### config.mk
export PLATFORM = sky130hd
export DESIGN_NAME = output_handler
export DESIGN_NICKNAME = d
export VERILOG_FILES = /design/src/rtl/output_handler.sv
export SDC_FILE = /design/constraint.sdc
export NUM_CORES = 1
export LEC_CHECK = 0
export ABC_AREA = 1
export CORE_MARGIN = 4
export CORE_UTILIZATION = 30
export DETAILED_ROUTE_END_ITERATION = 16
export PLACE_DENSITY = 0.6
export RECOVER_POWER = 100
export SLEW_MARGIN = 40
export SYNTH_ARGS = -nofsm -noshare
export SYNTH_HDL_FRONTEND = slang
export SYNTH_SLANG_ARGS = --single-unit
### constraint.sdc
create_clock -name clk -period 1.7 [get_ports clk]
set_input_delay 0.17 -clock clk [delete_from_list [all_inputs] [get_ports clk]]
set_output_delay 0.17 -clock clk [all_outputs]
set_load 0.01 [all_outputs]
### src/rtl/output_handler.sv
// CPU-to-LED output path: latches a word on a CPU write and shows it one byte at a
// time (LSB first), stalling the CPU until each byte is confirmed with the button.
module output_handler #(
  parameter int DEBOUNCE_CYCLES = 1_000_000
) (
  input  logic        clk,
  input  logic        rst_n,
  input  logic        need_write,
  input  logic [31:0] write_data,
  input  logic [3:0]  bit_width,
  input  logic        button,
  output logic [7:0]  led_byte,
  output logic [1:0]  led_index,
  output logic        led_valid,
  output logic        stall
);

  localparam int CNT_W = $clog2(DEBOUNCE_CYCLES + 1);
  localparam logic [CNT_W-1:0] CNT_MAX = CNT_W'(DEBOUNCE_CYCLES - 1);

  typedef enum logic [1:0] {IDLE, SHOW, DONE} state_t;

  state_t      state, state_nxt;
  logic        btn_p0, btn_p1;
  logic        db_lvl, db_lvl_q;
  logic [CNT_W-1:0] db_cnt;
  logic        press;
  logic [31:0] word_q, word_nxt;
  logic [1:0]  idx, idx_nxt;
  logic [1:0]  last, last_nxt;
  logic        accept;
  logic        stall_raw;

  // Widths above four bytes saturate to the full word; returns the last byte index.
  function automatic logic [1:0] last_of(input logic [3:0] w);
    if (w > 4'd4) return 2'd3;
    else          return 2'(w - 4'd1);
  endfunction

  // Stage p0/p1: two-flop synchronizer for the asynchronous button
  always_ff @(posedge clk or negedge rst_n) begin
    if (!rst_n) begin
      btn_p0 <= 1'b0;
      btn_p1 <= 1'b0;
    end else begin
      btn_p0 <= button;
      btn_p1 <= btn_p0;
    end
  end

  // Debounce: level follows the synced input after a full stable window
  always_ff @(posedge clk or negedge rst_n) begin
    if (!rst_n) begin
      db_cnt   <= '0;
      db_lvl   <= 1'b0;
      db_lvl_q <= 1'b0;
    end else begin
      db_lvl_q <= db_lvl;
      if (btn_p1 != db_lvl) begin
        if (db_cnt == CNT_MAX) begin
          db_lvl <= btn_p1;
          db_cnt <= '0;
        end else begin
          db_cnt <= db_cnt + 1'b1;
        end
      end else begin
        db_cnt <= '0;
      end
    end
  end

  assign press  = db_lvl & ~db_lvl_q;
  assign accept = (state == IDLE) & need_write & (bit_width != 4'd0);

  always_ff @(posedge clk or negedge rst_n) begin
    if (!rst_n) begin
      state  <= IDLE;
      word_q <= '0;
      idx    <= '0;
      last   <= '0;
    end else begin
      state  <= state_nxt;
      word_q <= word_nxt;
      idx    <= idx_nxt;
      last   <= last_nxt;
    end
  end

  always_comb begin
    state_nxt = state;
    word_nxt  = word_q;
    idx_nxt   = idx;
    last_nxt  = last;
    stall_raw = 1'b0;
    led_valid = 1'b0;
    case (state)
      IDLE: begin
        if (accept) begin
          stall_raw = 1'b1;
          word_nxt  = write_data;
          last_nxt  = last_of(bit_width);
          idx_nxt   = 2'd0;
          state_nxt = SHOW;
        end
      end
      SHOW: begin
        stall_raw = 1'b1;
        led_valid = 1'b1;
        if (press) begin
          if (idx == last) state_nxt = DONE;
          else             idx_nxt   = idx + 2'd1;
        end
      end
      DONE: begin
        state_nxt = IDLE;
      end
      default: begin
        state_nxt = IDLE;
      end
    endcase
  end

  // Reset must release the CPU even if a request is already pending.
  assign stall     = stall_raw & rst_n;
  assign led_index = idx;
  assign led_byte  = word_q[{idx, 3'b000} +: 8];

endmodule

Word-level counts from Yosys, hierarchy flattened. Cells that the tools add are included.

Output and inout port bits: 12. Input bits: 40. Logic and storage cells: 48. Register bits: 62.

Reduce and logical (&&, ||, !) cells: 7. Mux-type cells: 14. Bitwise logic cells: 5. Shift-type cells: 1. $add $sub $neg: 3. Equality and inequality tests: 8. Order comparisons: 1.

Operators by type and width (count): $mux 20 (2); $shiftx 32x6->8 (1); $add 20x1->20 const B (1); $eq 20x20->1 const B (1); $mux 2 (7); $ne 2x2->1 const B (4); $pmux 2 s2 (2); $and 1x1->1 (4); $gt 4x3->1 const B (1); $reduce_and 2->1 (2); $reduce_and 4->1 (1); $reduce_bool 4->1 (1); $reduce_and 3->1 (1); $add 2x1->2 const B (1); $eq 2x1->1 const B (1); $eq 2x2->1 (1); $logic_not 2->1 (1); $mux 1 (2); $pmux 1 s2 (1); $reduce_bool 2->1 (1); $sub 2x1->2 const B (1); $ne 1x1->1 (1); $not 1->1 (1).

Depth between registers and ports, before layout. Gate-level depths: netlist of run 1.

Depth after elaboration: 6. Gate-level depth with buffers: 9. Gate-level depth less buffers: 9.

Least setup slack after synthesis of run 1. Ideal clock, no wire load.

Kind: reg2out. Start: register idx[0] (netlist: led_index[0]). End: output led_byte[2]. Buffers on the path: 1. Stages on the path, launching flop included: 5. Arrival time: 1137 ps. Required time: 1530 ps. Slack: 393 ps. Path through: dfrtp_1 -> inv_1 -> clkbuf_1 -> o21ai_0 -> o22ai_1.

Longest elaborated chain between the ends: 1.

Ends and longest elaborated chain: from (decl) (line 29) `logic [1:0] idx, idx_nxt;`; from (signal assigned) (line 84) `idx <= idx_nxt;`; $shiftx 32x6->8 (line 126) `assign led_byte = word_q[{idx, 3'b000} +: 8];`; to (decl) (line 12) `output logic [7:0] led_byte,`.

No other way between the ends.

Final worst setup path of run 1.
Start: register idx[0] (netlist: led_index[0]). End: output led_byte[5].

The elaborated chain is that of the path after synthesis.

==> impl_metrics.toml, run 1 <==
[clock_network]
clk_pin_slew_ns = 0.06
tritoncts = "done"
cts_buffer_depth = 2
cts_buffers = 9
clock-sinks = 62
cts.htree.levels = 3
cts_hold_buf = 0
insertion_delay_ns = 0.33
cts_root_buffer = "clkbuf_8"

[logic_synthesis]
yosysTopAreaCell = "dfrtp_1"
synth_top_area_share_pct = 49.0
syn_area_per_cell_sq_um = 7.90
synth.net_count = 443
ys_seq_area_share_pct = 49.0
yosys_warnings = 0
syn-cell-area_sq_mm = 0.00317
synthCells = 401
synthTopCellsByArea = "dfrtp_1, nand2_1, nor2_1"
yosysUniqueCellTypes = 32
synth-seq-cells = 62

[global_routing]
overflow = 0
grt_pass1_vias = 2749
grt_max_degree = 63
antenna_found_initial = 0
grt_pass1_wl_microns = 12300
track_usage_pct = 12.0

[floorplan]
coreArea_sq_mm = 0.0103
start_util_pct = 30.7
ios = 52
die-area_sq_mm = 0.0123
die_y_microns = 111
num_rows = 37
die_w_microns = 111

[place]
port_buffers = 51
hpwl_microns = 5160
post_dp_cell_area_sq_mm = 0.00389
gp_congestion = 0.802

[setup_path]
critPathCaptureType = "primary output"
r2r-start = "state[0]"
cp_max_fo = 15
startpoint_type = "register"
r2r_slack_ns = 0.16
r2r_cells = 8
worstPathArrival_ns = 1.45
worstSetupPathType = "register to primary output"
startpoint = "led_index[0]"
cp.required_ns = 1.53
worstReg2RegEnd = "word_q[19]"

[cells_and_area]
syn_to_final_growth_pct = 27.6
fill_cells = 1049
layout.nets = 508
drive_gt1_share_pct = 12.3
design_area_sq_mm = 0.00404
antenna_cells = 0

[route]
ant_nets = 0
wl_per_cell_microns = 11.6
dr.pass1.iters = 5
drc_errors = 0
drtIter0Drc = 97
viasPerCell = 4.45
wl_microns = 7050
routed-via-count = 2704

[run_status]
violations = "max-capacitance violations, max-slew violations"
outcome = "finished with violations"

[timing]
fin_tns_setup_ns = 0
fin_crit_sh_pct = 95.0
hold_violations = 0
fin_crit_ns = 1.62
fmax_ghz = 0.619
finalMaxSlewViolations = 63
tightestPinTransition_ns = 1.53
finalClockSkew_ns = 0.00577
slew_headroom_pct = -2.00
setup_viol = 0
rsz0062_at_grt = "false"

[pwr]
leakagePower_nw = 1.96
ir_worst_vdd_uv = 673
power_density_mw_per_mm2 = 1380

[job]
cap_violations = 1

[worst_hold_path]
hold_end = "btn_p1"
min_from = "btn_p0"
worstHoldPathType = "register to register"
hold_path_depth = 0
-- flip-flops by register name, summed over array words and instances (netlist names) --
| name | count |
|---|---|
| state | 2 |
| led_index | 2 |
| word_q | 32 |
| db_cnt | 20 |
| last | 2 |
| btn_p0 | 1 |
| db_lvl_q | 1 |
| btn_p1 | 1 |
| db_lvl | 1 |
-- report_power, final --
group	leakage [nW]	switching [mW]	internal, mW	total (mW)
sequential	0.796	0.241	1.91	2.15
clock	0.110	0.543	0.862	1.41
combinational	1.06	1.18	0.843	2.03
-- cells by family after synthesis --
family | Yosys count | share of synthesized area (%)
AOI/OAI and AO/OA | 35 | 6.76
and+or+nand+nor | 246 | 33.6
DFF | 62 | 49.0
xor gates and xnor gates | 13 | 3.83
adders and majority gates | 2 | 0.790
buffers and inverters | 43 | 6.04
-- placed cells by master (no fill, tap or decap), types with 3 or more instances in the layout --
cell type	instances
nand2_1	141
a21oi_1	4
clkinv_2	3
nor2_4	4
clkdlybuf4s50_1	37
inv_2	4
o21ai_0	15
dfrtp_1	62
nand2_2	8
nor2_2	6
inv_1	26
nand3_1	21
clkbuf_8	10
nand4_1	3
xnor2_1	6
o22ai_1	8
clkbuf_2	3
clkbuf_1	10
nor2_1	58
dlygate4sd2_1	3
buf_4	9
xor2_1	7
-- synthesized netlist by cell type --
cell type,number
nand3b_1,1
inv_4,1
nor2_4,4
o22ai_1,8
o21bai_2,2
nor2_1,58
a21boi_0,1
ha_1,2
nor2_2,6
nand2_4,3
buf_6,1
buf_4,3
nor3_1,2
clkbuf_1,1
dfrtp_1,62
nand2_2,8
xor2_1,6
clkinv_2,1
a21oi_1,4
nand3_4,1
xnor2_1,6
nand4_1,3
inv_2,3
a21oi_4,1
xor2_2,1
o21ai_1,1
nand3_1,20
o21ai_0,16
nand2_1,140
a31oi_1,2
inv_1,27
buf_2,6
-- worst max path at each step --
stage,end,slack [ns],cells after the start
after floorplan,led_byte[2],0.39,4
after global placement,stall,-0.21,7
after detailed placement,stall,-0.25,7
after CTS,led_index[0],-0.1,3
after global routing,led_byte[5],0.004,4
final,led_byte[5],0.08,4
-- critical path, cell delays in order (launching register included) --
cell	delay (ns)
dfrtp_1	0.40
buf_6	0.16
o21ai_0	0.17
o22ai_1	0.10
dlygate4sd2_1	0.28
-- per-layer routing --
metal / wire length, microns / vias to the layer above / track usage [%] / share of wire, %
met4: 94 / 0 / 4.02 / 1.3
met1: 3250 / 1227 / 15.0 / 46
met5: 0 / - / 0 / 0
met3: 402 / 11 / 3.38 / 5.7
met2: 3300 / 75 / 20.0 / 47
li1: - / 1391 / - / -
-- repair_timing --
item | CTS | global route
setup buffers | 0 | 2
setup endpoints to repair | 12 | 10
pin swaps | 0 | 0
gates resized for setup | 17 | 17
-- metrics by stage --
| step | setup WS (ns) | utilization, % | cells | hold slack, ns | total power [mW] |
|---|---|---|---|---|---|
| after floorplan | 0.393 | - | 401 | -0.126 | 3.44 |
| after global placement | -0.213 | 37.7 | 589 | 0.337 | 4.37 |
| after detailed placement | -0.247 | 37.7 | 589 | 0.342 | 4.40 |
| after CTS | -0.0987 | 39.7 | 605 | 0.0842 | 5.73 |
| after global routing | 0.00414 | 39.1 | 607 | 0.359 | 6.03 |
| final | 0.0847 | 39.1 | 607 | 0.353 | 5.59 |
-- layout make-up --
cell class	count	area, sq um	share of cell area, %
Clock inverter	4	70.1	1.73
Sequential cell	62	1550	38.4
Multi-Input combinational cell	296	1400	34.6
Timing Repair Buffer	65	583	14.4
Tap cell	136	170	4.21
Inverter	32	124	3.07
Clock buffer	12	145	3.59
Power figures use the tool's default switching activity.
==> run 2, diff against run 1 <==
==> constraint.sdc (replaced) <==
create_clock -name clk -period 1.7 [get_ports clk]
set_input_delay 0.34 -clock clk [delete_from_list [all_inputs] [get_ports clk]]
set_output_delay 0.34 -clock clk [all_outputs]
set_load 0.01 [all_outputs]
==> run 2 against run 1 <==
The flow finishes with violations (negative setup slack). Via count down 1.1%. Utilization increased by 0.74 points. Register-to-register slack got worse by 0.05 ns. Clock skew is 0.0020 ns higher. Cell area up 1.9%. First-iteration DRC count decreased by 16%. Non-clock buffer count increased by 3. Maximum frequency is 7.9% lower. Flip-flop and latch count unchanged. Critical path depth grew 1. Global-route usage grew 0.66 points. Largest cell class unchanged. Highest routed layer unchanged.
==> impl_metrics.toml, run 2 (synthesized netlist as in run 1, its figures left out) <==
[timing]
fin_crit_ns = 1.75
hold-worst-slack_ns = 0.353
finalClockSkew_ns = 0.00778
finalMaxSlewViolations = 0
fin_crit_sh_pct = 103
tightestPinTransition_ns = 1.36
setup_viol = 8
hold_violations = 0
fin_ws_ns = -0.0537
fmax_ghz = 0.570
slew_headroom_pct = 9.26
rsz0062_at_grt = "true"

[global_routing]
grt_max_degree = 63
grt_pass1_wl_microns = 12800
grt_pass1_vias = 2770
antenna_found_initial = 0
overflow = 0
track_usage_pct = 12.7

[setup_path]
critPathCaptureType = "primary output"
cp.required_ns = 1.36
worstSetupPathType = "register to primary output"
startpoint_type = "register"
r2r_cells = 9
cp_max_fo = 8
worstPathArrival_ns = 1.41
startpoint = "led_index[0]"
r2r_slack_ns = 0.11
r2r-start = "state[0]"

[run_status]
violations = "negative setup slack"
outcome = "finished with violations"

[clock_network]
cts_buffer_depth = 2
cts_root_buffer = "clkbuf_8"
postCtsSetupRepairBufs = 0
clk_pin_slew_ns = 0.07
cts_buffers = 9
insertion_delay_ns = 0.34
tritoncts = "done"
clock-sinks = 62
cts.htree.levels = 3

[route]
drc_errors = 0
dr.pass1.iters = 4
ant_nets = 0
wl_microns = 7430
wl_per_cell_microns = 12.2
viasPerCell = 4.39
drtIter0Drc = 81
routed-via-count = 2674

[cells_and_area]
syn_to_final_growth_pct = 30.0
design_area_sq_mm = 0.00412
layout.nets = 511
layout_commonest_cell = "nand2_1"
final_cell_mix = "nand2_1, dfrtp_1, nor2_1"
fill_cells = 1074
top_regs = "word_q x32, db_cnt x20"
top_register = "word_q"
antenna_cells = 0
drive_gt1_share_pct = 19.2
final-seq-area_sq_mm = 0.00155
multiInputGateArea_sq_mm = 0.00149
fin_util_pct = 39.9
largest_register_ffs = 32

[worst_hold_path]
min_from = "btn_p0"
hold_path_depth = 0
worstHoldPathType = "register to register"

[place]
hpwl_microns = 5230
port_buffers = 51
post_dp_cell_area_sq_mm = 0.00391
gp_congestion = 0.801
dp_slack_ns = -0.580

[floorplan]
num_rows = 37
coreArea_sq_mm = 0.0103
start_util_pct = 30.7
die-area_sq_mm = 0.0123
ios = 52
die_w_microns = 111
die_y_microns = 111

[pwr]
p_sw_share_pct = 37.4
p_int_mw = 3.62
power_density_mw_per_mm2 = 1400
combPwrFrac_pct = 40.0
leakagePower_nw = 1.98
p_switching_mw = 2.16
total_power_mw = 5.78
seqPwrFrac_pct = 38.1
clock_power_share_pct = 21.9
ir_worst_vdd_uv = 746

[job]
cap_violations = 0
==> run 2: cell count changes in the layout (fill, tap and decap cells not counted), moves of 5 or more <==
cell,delta
o21ai_0,-12
buf_2,+10
o21ai_1,+10
nor2_1,-8
clkbuf_1,-6
o22ai_1,-6
o22ai_2,+6
nor2_2,+5
==> run 2: worst paths after layout <==
check	end
max	led_byte[2]
min	btn_p1
max reg2reg	state[0]
min reg2reg	btn_p1
max in group asynchronous	db_cnt[8]
min in group asynchronous	db_cnt[17]
==> run 2: power by group through the flow <==
| stage | Sequential (mW) | Clock (mW) | Combinational (mW) |
|---|---|---|---|
| floorplan | 2.12 | 0 | 1.32 |
| global placement | 2.16 | 0 | 2.27 |
| detailed placement | 2.16 | 0 | 2.28 |
| CTS | 2.17 | 1.31 | 2.20 |
| global route | 2.25 | 1.38 | 2.61 |
| finish | 2.20 | 1.27 | 2.31 |
==> run 2: per-stage QoR <==
stage	TNS (ns)	instances
6_report	-0.242	609
5_1_grt	-3.10	609
4_1_cts	-0.630	609
3_5_place_dp	-12.87	593
3_3_place_gp	-12.42	593
2_1_floorplan	0	401
==> run 2: critical path: stages, from the launching register on <==
cell	delay [ns]
dfrtp_1	0.43
inv_2	0.13
buf_6	0.15
nor2_2	0.04
o22ai_2	0.18
buf_2	0.16
==> run 2: area by class of cell <==
| cell class | instances | area share [%] |
|---|---|---|
| sequential | 62 | 37.7 |
| clock buffer | 11 | 3.43 |
| multi-input combinational | 296 | 36.1 |
| inverter | 32 | 3.01 |
| timing repair buffer | 68 | 14.4 |
| clock inverter | 4 | 1.16 |
| tap | 136 | 4.13 |
==> run 2: per-layer routing <==
layer  GRT usage [%]  up-vias  wire, microns
li1                -     1385              -
met1            15.8     1224           3500
met2            21.3       53           3500
met3            3.22       12            322
met4            4.52        0            110
met5               0        -              0
==> run 2: timing repair <==
item,in CTS,in global routing
hold buffers,0,0
endpoints found under the setup margin,12,10
cloned,1,0
resized for setup,62,30
pin swaps,9,9
